<file path="config.mk">
export PLATFORM = sky130hd
export DESIGN_NAME = fetch_queue
export DESIGN_NICKNAME = d
export VERILOG_FILES = /design/src/rtl/pipeline_pkg.sv /design/src/rtl/fetch_fifo.sv /design/src/rtl/fetch_queue.sv
export SDC_FILE = /design/constraint.sdc
export NUM_CORES = 1
export LEC_CHECK = 0
export CORE_MARGIN = 4
export CORE_UTILIZATION = 58
export DETAILED_ROUTE_END_ITERATION = 7
export MAX_ROUTING_LAYER = met4
export PLACE_DENSITY = 0.79
export SYNTH_ARGS = -nofsm -noshare
export SYNTH_HDL_FRONTEND = slang
export SYNTH_HIERARCHICAL = 1
export SYNTH_SLANG_ARGS = --single-unit
</file>
<file path="constraint.sdc">
create_clock -name clk -period 5.8 [get_ports clk]
set_clock_uncertainty 0.2 [all_clocks]
set_input_delay 0.58 -clock clk [delete_from_list [all_inputs] [get_ports clk]]
set_output_delay 0.58 -clock clk [all_outputs]
set_load 0.03 [all_outputs]
</file>
<file path="src/rtl/pipeline_pkg.sv">
// Shared pipeline types: opcodes, field slices, fetch packet and FIFO fill state.
package pipeline_pkg;
  localparam int XLEN    = 32;
  localparam int IMEM_AW = 5;

  localparam logic [7:0] ALU_ADD = 8'h01;
  localparam logic [7:0] ALU_MUL = 8'h02;
  localparam logic [7:0] ALU_CLR = 8'h03;

  localparam int OP_LSB  = 0;
  localparam int OP_MSB  = 7;
  localparam int IMM_LSB = 8;
  localparam int IMM_MSB = 31;

  typedef struct packed {
    logic [XLEN-1:0] instr;
    logic [XLEN-1:0] pc;
    logic [XLEN-1:0] counter;
  } fetch_pkt_t;

  typedef enum logic [1:0] {
    FILL_EMPTY,
    FILL_PARTIAL,
    FILL_FULL
  } fill_state_t;

  function automatic logic [OP_MSB-OP_LSB:0] instr_op(input logic [XLEN-1:0] instr);
    return instr[OP_MSB:OP_LSB];
  endfunction

  function automatic logic [IMM_MSB-IMM_LSB:0] instr_imm(input logic [XLEN-1:0] instr);
    return instr[IMM_MSB:IMM_LSB];
  endfunction

  function automatic logic op_is_legal(input logic [7:0] op);
    return (op == ALU_ADD) || (op == ALU_MUL) || (op == ALU_CLR);
  endfunction
endpackage

</file>
<file path="src/rtl/fetch_fifo.sv">
// DEPTH-entry fetch packet FIFO with flush; head is read from registered storage, no bypass.
// When empty the head output holds the last popped packet (zero after reset).
module fetch_fifo
  import pipeline_pkg::*;
#(
  parameter int DEPTH = 4,
  localparam int PW = $clog2(DEPTH),
  localparam int OW = PW + 1
) (
  input  logic          clk_i,
  input  logic          rst_ni,
  input  logic          flush_i,
  input  logic          push_i,
  input  fetch_pkt_t    push_pkt_i,
  input  logic          pop_i,
  output fetch_pkt_t    head_pkt_o,
  output logic          valid_o,
  output logic          full_o,
  output logic [OW-1:0] occupancy_o
);
  fetch_pkt_t    mem_q [DEPTH];
  fetch_pkt_t    last_q, last_d;
  logic [PW-1:0] head_q, head_d, tail_q, tail_d;
  logic [OW-1:0] occ_q, occ_d;
  fill_state_t   fill;

  always_comb begin
    head_d = head_q;
    tail_d = tail_q;
    occ_d  = occ_q;
    last_d = last_q;
    if (flush_i) begin
      head_d = '0;
      tail_d = '0;
      occ_d  = '0;
    end else begin
      if (push_i) tail_d = tail_q + 1'b1;
      if (pop_i) begin
        head_d = head_q + 1'b1;
        last_d = mem_q[head_q];
      end
      occ_d = occ_q + OW'(push_i) - OW'(pop_i);
    end
  end

  always_ff @(posedge clk_i) begin
    if (!rst_ni) begin
      head_q <= '0;
      tail_q <= '0;
      occ_q  <= '0;
      last_q <= '0;
    end else begin
      head_q <= head_d;
      tail_q <= tail_d;
      occ_q  <= occ_d;
      last_q <= last_d;
    end
  end

  // Storage needs no reset: it is only observed once occupancy says it was written.
  always_ff @(posedge clk_i) begin
    if (rst_ni && push_i && !flush_i) mem_q[tail_q] <= push_pkt_i;
  end

  always_comb begin
    if (occ_q == '0)              fill = FILL_EMPTY;
    else if (occ_q == OW'(DEPTH)) fill = FILL_FULL;
    else                          fill = FILL_PARTIAL;
  end

  assign valid_o     = (fill != FILL_EMPTY);
  assign full_o      = (fill == FILL_FULL);
  assign occupancy_o = occ_q;
  assign head_pkt_o  = valid_o ? mem_q[head_q] : last_q;
endmodule

</file>
<file path="src/rtl/fetch_queue.sv">
// Fetch stage: reads IMEM at fetch_pc, tags with PC and fetch counter, buffers for decode.
// Head visible one cycle after fetch; fetch stalls only when the FIFO is full and not popping.
module fetch_queue
  import pipeline_pkg::*;
#(
  parameter int DEPTH = 4
) (
  input  logic                   clk,
  input  logic                   rst_n,
  output logic [IMEM_AW-1:0]     imem_addr,
  input  logic [XLEN-1:0]        imem_data,
  input  logic                   redirect_valid,
  input  logic [XLEN-1:0]        redirect_pc,
  output logic                   out_valid,
  input  logic                   out_ready,
  output logic [XLEN-1:0]        out_instr,
  output logic [XLEN-1:0]        out_pc,
  output logic [XLEN-1:0]        out_counter,
  output logic                   out_illegal,
  output logic [$clog2(DEPTH):0] occupancy
);
  logic [XLEN-1:0] fetch_pc_q, fetch_pc_d;
  logic [XLEN-1:0] fetch_counter_q, fetch_counter_d;
  logic            push, pop, full;
  fetch_pkt_t      push_pkt, head_pkt;

  assign pop  = out_valid & out_ready;
  assign push = !redirect_valid & (!full | pop);

  // The counter is deliberately not touched by redirect so decode sees it only move forward.
  always_comb begin
    fetch_pc_d      = fetch_pc_q;
    fetch_counter_d = fetch_counter_q;
    if (redirect_valid) begin
      fetch_pc_d = redirect_pc;
    end else if (push) begin
      fetch_pc_d      = fetch_pc_q + 1'b1;
      fetch_counter_d = fetch_counter_q + 1'b1;
    end
  end

  always_ff @(posedge clk) begin
    if (!rst_n) begin
      fetch_pc_q      <= '0;
      fetch_counter_q <= '0;
    end else begin
      fetch_pc_q      <= fetch_pc_d;
      fetch_counter_q <= fetch_counter_d;
    end
  end

  assign imem_addr = fetch_pc_q[IMEM_AW-1:0];
  assign push_pkt  = '{instr: imem_data, pc: fetch_pc_q, counter: fetch_counter_q};

  fetch_fifo #(.DEPTH(DEPTH)) u_fifo (
    .clk_i      (clk),
    .rst_ni     (rst_n),
    .flush_i    (redirect_valid),
    .push_i     (push),
    .push_pkt_i (push_pkt),
    .pop_i      (pop),
    .head_pkt_o (head_pkt),
    .valid_o    (out_valid),
    .full_o     (full),
    .occupancy_o(occupancy)
  );

  assign out_instr   = head_pkt.instr;
  assign out_pc      = head_pkt.pc;
  assign out_counter = head_pkt.counter;
  assign out_illegal = out_valid & !op_is_legal(instr_op(head_pkt.instr));
endmodule
</file>
After elaboration in Yosys (flattened, before gate mapping)
Memories as Yosys holds them, arrays and structs flattened. A register that Yosys moved wholly into a read port is not among the register bits. Index checks and enable logic that the tools add are counted.

Muxes and demuxes: 9. Reductions and logical operators: 13. Bitwise gates (word level): 6. Eq/ne operators: 5. $add $sub $neg: 6.

Operators by type and width (count): $mux 96 (1); $add 32x1->32 const B (2); $mux 32 (2); $eq 8x2->1 const B (2); $eq 8x1->1 const B (1); $mux 2 (4); $add 2x1->2 const B (2); $reduce_and 2->1 (2); $reduce_bool 2->1 (2); $add 3x1->3 (1); $and 1x1->1 (3); $eq 3x3->1 const B (1); $logic_not 1->1 (3); $logic_not 3->1 (1); $sub 3x1->3 (1); $eq 2x2->1 const B (1); $logic_and 1x1->1 (2); $logic_or 1x1->1 (2); $mux 1 (2); $not 1->1 (2); $reduce_or 2->1 (1); $or 1x1->1 (1).

Register bits after elaboration: 167. Logic and storage cells: 48. Memories kept: 1. RAM bits: 384.

Memory list: u_fifo.mem_q (depth 4, bits a word 96, read ports 1, clocked after Yosys merged registers in 1, write ports 1, line fetch_fifo.sv:21) `fetch_pkt_t mem_q [DEPTH];`.

Longest topological paths before layout
Gate-level depths: netlist of run 1.

Depth in word-level cells: 11. Gate-level depth with buffers: 11. Gate-level depth less buffers: 8.

Cells and area by module
Netlist of run 1, hierarchy kept.

Modules (own cells, without submodules): fetch_fifo (cells each 880, sequential area each 13633.1 um^2, area each 18607.8 um^2, instances 1); fetch_queue (cells each 391, sequential area each 1281.2 um^2, area each 3296.9 um^2, instances 1).

Worst setup path before layout of run 1
OpenSTA, ideal clock, no wires.

Path type: register -> register. From: reg u_fifo.occ_q[2], in the netlist u_fifo/occupancy_o[2]. To: mem u_fifo/mem_q[0][0] (netlist name) (enable). Arrival: 4386 ps. Buffers on the path: 4. Data required time: 5134 ps. Library setup time: 466 ps. Setup slack: 748 ps. Period minus slack after synthesis: 5052 ps. Stages on the path, launching flop included: 9. Path through: dfxtp_1 > or3_1 > buf_2 > buf_6 > buf_4 > a21boi_2 > buf_2 > nor2_1 > and3_1.

Cells in the longest elaborated chain, start to end: 11. Elaborated cells between the ends (all ways): 14.

Ends and longest elaborated chain: from (decl) (line fetch_fifo.sv:24) `logic [OW-1:0] occ_q, occ_d;`; from (signal assigned) (line fetch_fifo.sv:50) `occ_q <= '0;`; from (signal assigned) (line fetch_fifo.sv:55) `occ_q <= occ_d;`; $eq 3x3->1 (line fetch_fifo.sv:67) `else if (occ_q == OW'(DEPTH)) fill = FILL_FULL;`; $mux 2 (line fetch_fifo.sv:67); $mux 2 (*) (line fetch_fifo.sv:66) `if (occ_q == '0) fill = FILL_EMPTY;`; $reduce_bool 2->1 (*) (line fetch_fifo.sv:71) `assign valid_o = (fill != FILL_EMPTY);`; net out_valid (line fetch_queue.sv:14) `output logic out_valid,`; $and 1x1->1 (*) (line fetch_queue.sv:27) `assign pop = out_valid & out_ready;`; $or 1x1->1 (*) (line fetch_queue.sv:28) `assign push = !redirect_valid & (!full | pop);`; $and 1x1->1 (*) (line fetch_queue.sv:28); net push (line fetch_queue.sv:24) `logic push, pop, full;`; $logic_and 1x1->1 (*) (2 in a row) (line fetch_fifo.sv:62) `if (rst_ni && push_i && !flush_i) mem_q[tail_q] <= push_pkt_i;`; $mux 1 (*) (line fetch_fifo.sv:62); $mux 1 (implied by the code) (*) (line fetch_fifo.sv:62); to (decl) (line fetch_fifo.sv:21).

Mark *: on every way through the listed nets, which the timed path passes. The rest lies on a longest branch.

==> results of run 1 <==
[Yosys cell counts (3+ instances only)]
master	instances
a32o_1	96
xnor2_1	19
dfxtp_1	169
buf_1	4
nand3_1	17
nand2_1	27
and2_1	9
o21ai_0	25
buf_6	6
ha_1	8
nor3_1	7
edfxtp_1	384
xor2_1	43
a21oi_1	31
nand2b_1	3
buf_2	21
mux2_4	40
mux4_2	96
mux2_2	56
and4_1	3
and3_1	14
buf_4	7
nor2_1	51
mux2i_1	3
nand4_1	34
nor4_1	5
inv_1	10
clkbuf_1	52
[through the flow]
step	util, %	hold WS, ns	setup WS (ns)	std cells	total power, mW
after floorplan	-	0.260	0.748	1271	5.51
after global placement	65.0	0.272	1.65	1875	6.04
after detailed placement	65.0	0.282	1.68	1875	6.06
after CTS	69.7	0.296	1.08	1976	9.39
after global routing	69.7	0.311	0.938	1977	9.64
final	69.7	0.292	1.16	1977	9.33
[layout by cell type (no fill, tap or decap), drive strengths merged, types with 25 or more instances in the layout]
master,count
clkdlybuf4s50,172
o21ai,25
xor2,43
mux2,96
nor2,51
dfxtp,169
a32o,96
edfxtp,384
nand4,35
clkbuf,78
a21oi,31
nand2,27
mux4,96
[per-layer routing]
metal	vias to the layer above	track usage (%)	part of all wire [%]
li1	5407	-	-
met1	6319	31.0	41
met2	431	38.1	51
met3	98	3.47	5.8
met4	0	6.94	3.0
met5	-	-	0
[registers in the layout (all words and copies together), names as in the netlist, named ones only]
register,count
u_fifo/mem_q,384
u_fifo/head_q,2
fetch_counter_q,32
u_fifo/tail_q,2
u_fifo/last_q,96
fetch_pc_q,32
u_fifo/occupancy_o,3
[power groups by stage]
stage	Combinational, mW	Clock, mW	Sequential (mW)
5_1_grt	1.65	3.57	4.42
4_1_cts	1.58	3.40	4.40
3_3_place_gp	1.56	0	4.48
3_5_place_dp	1.57	0	4.49
2_1_floorplan	1.05	0	4.46
6_report	1.57	3.36	4.40
[critical path, delay by kind of cell (launching register included)]
family	cells	cell delay, ns
AO/OA/AOI/OAI	1	0.32
buffers and inverters	1	0.60
flip-flops	1	0.94
multiplexers	2	0.91
AND/OR/NAND/NOR	1	0.51
[cell type report]
| cell class | instances | area (um^2) | area share [%] |
|---|---|---|---|
| Antenna cell | 1 | 2.50 | 0.00972 |
| Sequential cell | 553 | 14900 | 57.9 |
| Tap cell | 504 | 631 | 2.45 |
| Clock buffer | 78 | 1510 | 5.87 |
| Multi-Input combinational cell | 617 | 6550 | 25.4 |
| Timing Repair Buffer | 191 | 1900 | 7.39 |
| Clock inverter | 23 | 195 | 0.758 |
| Inverter | 10 | 37.5 | 0.146 |
[cell families after synthesis]
logic type / after synthesis / share of synthesized area [%]
buf+inv: 101 / 2.23
compound gates: 163 / 6.12
fa+ha+maj: 9 / 0.548
xor+xnor: 63 / 2.59
flops: 553 / 68.1
simple gates: 187 / 4.80
mux: 195 / 15.6
[worst max-delay path by stage]
stage                          to  slack (ns)
3_3_place_gp          out_illegal        1.65
2_1_floorplan  u_fifo/mem_q[0][0]        0.75
3_5_place_dp          out_illegal        1.68
5_1_grt               out_illegal        0.94
6_report              out_illegal        1.16
4_1_cts               out_illegal        1.08
==> results.sh, run 1 <==
export IMPL_first_global_vias=12500
export IMPL_place_congestion=0.804
export IMPL_fmax_mhz=216
export IMPL_seq_power_share_pct=47.2
export IMPL_critical_path_max_stage_delay_ns=0.94
export IMPL_cts_root_buf="clkbuf_16"
export IMPL_worst_setup_path_type="reg2out"
export IMPL_cts_tree="yes"
export IMPL_synth_ff_type="edfxtp_1"
export IMPL_yosys_warnings=6
export IMPL_worstHoldPathType="reg2reg"
export IMPL_async_flop_share_pct=0
export IMPL_n_fill_cell=2427
export IMPL_drt_initial_drc_count=959
export IMPL_yosysTopAreaCellShare_pct=52.6
export IMPL_port_buffers=173
export IMPL_period_minus_slack_ns=4.64
export IMPL_post_cts_resized=0
export IMPL_h_tree_depth=2
export IMPL_synth_area_top_cells="edfxtp_1 (53%), dfxtp_1 (15%), mux4_2 (9.9%)"
export IMPL_synth_nets=1348
export IMPL_endpoint_kind="output port"
export IMPL_critPathArrivalTime_ns=3.86
export IMPL_hold_violations=0
export IMPL_ff2ff_setup_slack_ns=1.64
export IMPL_cts_max_path_buffers=3
export IMPL_placementRows=70
export IMPL_post_route_period_util_pct=79.9
export IMPL_dieArea_um2=40900
export IMPL_worstMarginPinSlew_ns=1.29
export IMPL_drc_errors=0
export IMPL_design_area_um2=25700
export IMPL_dp_hpwl_um=27400
export IMPL_p_per_area_nw_per_um2=362
export IMPL_reg2reg_from="u_fifo/occupancy_o[2]"
export IMPL_reg2regPathDepth=6
export IMPL_synthesis_area_um2=21900
export IMPL_syn_to_final_growth_pct=17.6
export IMPL_holdPathStages=1
export IMPL_cts_made_buffers=54
export IMPL_leakagePower_nw=8.46
export IMPL_synth_cells=1271
export IMPL_worstPathCellList="mux4_2 -> mux2_4 -> or4_1 -> o41a_1 -> clkdlybuf4s50_1"
export IMPL_vias=12300
export IMPL_synth_edf_count=384
export IMPL_syn_area_per_cell_um2=17.2
export IMPL_rr_endpoint="u_fifo/mem_q[0][55]"
export IMPL_required_ns=5.02
export IMPL_ys_seq_area_share_pct=68.1
export IMPL_grt_pass1_wl_um=72900
export IMPL_rsz0062_at_grt="no"
export IMPL_synth_cell_types=53
export IMPL_routed_wl_um=46900
export IMPL_slew_violations=0
export IMPL_combPwrFrac_pct=16.8
export IMPL_viasPerCell=6.20
export IMPL_power_switching_mw=2.34
export IMPL_clkTransAtPathRegs_ns=0.06
export IMPL_grt_max_degree=97
export IMPL_tns_ns=0
export IMPL_die_y_um=202
export IMPL_hold_buffers=0
export IMPL_drive_gt1_share_pct=21.0
export IMPL_clock_sinks=553
export IMPL_status="complete, no violations"
export IMPL_nNetsFinal=1504
export IMPL_avgRoutedWirePerCell_um=23.7
export IMPL_path_max_fanout=43
export IMPL_grt_usage_pct=23.3
export IMPL_clkPwrFrac_pct=36.0
export IMPL_synth_seq_cells=553
export IMPL_setup_violations=0
export IMPL_grt_overflow_total=0
export IMPL_start_util_pct=59.3
export IMPL_power_switching_share_pct=25.1
export IMPL_max_slew_margin_rel_pct=13.9
export IMPL_worstHoldEndpoint="u_fifo/last_q[51]"
export IMPL_yosysTopAreaCell="edfxtp_1"
export IMPL_coreArea_um2=37000
export IMPL_firstDrtPassIters=7
export IMPL_start_kind="flip-flop"
export IMPL_antenna_found_initial=1
export IMPL_die_w_um=202
export IMPL_hp_start="u_fifo/last_q[51]"
export IMPL_dpl_cell_area_um2=24000
export IMPL_insertion_delay_ns=0.57
export IMPL_ant_nets=0
export IMPL_cts_setup_buffers=0
export IMPL_cpMaxStageDelayCell="dfxtp_4"
export IMPL_intPower_mw=6.98
export IMPL_vdd_drop_max_mv=0.262
export IMPL_top_level_ports=174
export IMPL_drv_cap=0
No activity file was read; power rests on OpenSTA's default activity.
==> run 2, diff against run 1 <==
clock period = 4.9 ns   (was 5.8 ns; I/O delays follow)
==> results.sh, run 2 (synthesized netlist as in run 1, its figures left out) <==
export IMPL_dp_hpwl_um=27900
export IMPL_pre_cts_ws_ns=1.08
export IMPL_cts_root_buf="clkbuf_16"
export IMPL_fin_ws_ns=0.592
export IMPL_place_congestion=0.773
export IMPL_nNetsFinal=1512
export IMPL_critPathArrivalTime_ns=3.62
export IMPL_critical_path_max_stage_delay_ns=0.76
export IMPL_ant_nets=0
export IMPL_vdd_drop_max_mv=0.329
export IMPL_cts_max_path_buffers=3
export IMPL_fmax_mhz=232
export IMPL_mostFrequentLayoutCells="edfxtp_1 (384), clkdlybuf4s50_1 (172), dfxtp_1 (167)"
export IMPL_drc_errors=0
export IMPL_cts_made_buffers=54
export IMPL_drive_gt1_share_pct=22.3
export IMPL_rsz0062_at_grt="no"
export IMPL_routed_wl_um=46500
export IMPL_tns_ns=0
export IMPL_clkTransAtPathRegs_ns=0.06
export IMPL_worst_setup_path_type="reg2out"
export IMPL_dieArea_um2=40900
export IMPL_insertion_delay_ns=0.59
export IMPL_total_power_mw=11.3
export IMPL_endpoint_kind="output port"
export IMPL_port_buffers=173
export IMPL_cpLargestDelayFamily="buffers and inverters"
export IMPL_die_w_um=202
export IMPL_avgRoutedWirePerCell_um=23.4
export IMPL_drt_initial_drc_count=903
export IMPL_start_util_pct=59.3
export IMPL_max_slew_margin_rel_pct=35.1
export IMPL_syn_to_final_growth_pct=18.7
export IMPL_firstDrtPassIters=5
export IMPL_grt_usage_pct=23.5
export IMPL_cts_tree="yes"
export IMPL_h_tree_depth=2
export IMPL_post_cts_resized=0
export IMPL_viasPerCell=6.10
export IMPL_vias=12100
export IMPL_layout_commonest_cell="edfxtp_1"
export IMPL_cts_setup_buffers=0
export IMPL_final_cells=1988
export IMPL_status="complete, no violations"
export IMPL_required_ns=4.21
export IMPL_die_y_um=202
export IMPL_top_regs="u_fifo/mem_q: 384 flops, u_fifo/last_q: 96 flops"
export IMPL_antenna_found_initial=3
export IMPL_cp_buffers_inverters=2
export IMPL_path_max_fanout=41
export IMPL_setup_violations=0
export IMPL_coreArea_um2=37000
export IMPL_hold_buffers=0
export IMPL_clock_sinks=553
export IMPL_worstMarginPinSlew_ns=0.973
export IMPL_hold_violations=0
export IMPL_grt_max_degree=87
export IMPL_slew_violations=0
export IMPL_grt_overflow_total=0
export IMPL_start_kind="flip-flop"
export IMPL_p_per_area_nw_per_um2=435
export IMPL_period_minus_slack_ns=4.31
export IMPL_largest_reg_flops=384
export IMPL_leakagePower_nw=8.59
export IMPL_grt_pass1_wl_um=72700
export IMPL_top_level_ports=174
export IMPL_worstPathCellList="buf_4 -> mux4_2 -> mux2_2 -> clkdlybuf4s50_1"
export IMPL_placementRows=70
export IMPL_drv_cap=0
export IMPL_first_global_vias=12700
export IMPL_placed_cells=1883
export IMPL_worstHoldPathType="in2reg"
export IMPL_cpMaxStageDelayCell="buf_4"
export IMPL_post_route_period_util_pct=87.9
export IMPL_whs_ns=0.274
export IMPL_top_register="u_fifo/mem_q"
[run 2: changes by cell type in the layout (fill, tap and decap cells not counted), moves of 3 or more]
cell and delta:
clkbuf_1 -10, clkbuf_8 +10, buf_4 +6, clkbuf_16 +4, clkinv_1 -3, clkinvlp_4 +3
[run 2: routing by layer]
metal	vias up	part of all wire (%)	wire, um	GRT usage [%]
met1	6235	40	18800	29.9
met5	-	0	0	-
met2	384	51	23800	39.0
li1	5441	-	-	-
met3	72	5.7	2640	3.74
met4	0	2.7	1240	7.93
[run 2: report_power, final]
group	internal (mW)	total, mW	switching (mW)
clock network	2.52	4.23	1.71
registers	5.11	5.20	0.0985
logic	0.862	1.87	1.01
total	8.49	11.3	2.82
[run 2: path summary, 6_finish.rpt]
check	endpoint	depth (start not counted)	slack, ns	start
min	fetch_pc_q[31]	3	0.27	rst_n
min reg2reg	u_fifo/last_q[12]	1	0.29	u_fifo/last_q[12]
max	out_pc[0]	4	0.59	flip-flop
max reg2reg	u_fifo/mem_q[3][57]	5	1.26	u_fifo/occupancy_o[2]
[run 2: area by class of cell]
cell class | instances | area, um^2
flip-flops and latches | 553 | 14900
fillers | 2384 | 11000
multi-input cells | 617 | 6540
repair buffers | 199 | 1990
clock buffers | 82 | 1710
well taps | 504 | 631
clock inverters | 20 | 169
inverters | 10 | 37.5
diodes | 3 | 7.51
[run 2: stage by stage]
| stage | util [%] | instance area [um^2] |
|---|---|---|
| detailed placement | 65.2 | 24100 |
| global route | 70.4 | 26000 |
| floorplan | - | 21900 |
| finish | 70.4 | 26000 |
| CTS | 70.3 | 26000 |
| global placement | 65.2 | 24100 |
[run 2: worst reg2reg max path: stages, from the launching register on]
cell and delay [ns]:
dfxtp_1 0.41, or3_4 0.63, a21boi_2 0.12, nor2_1 0.64
and3_4 0.74, buf_4 0.51
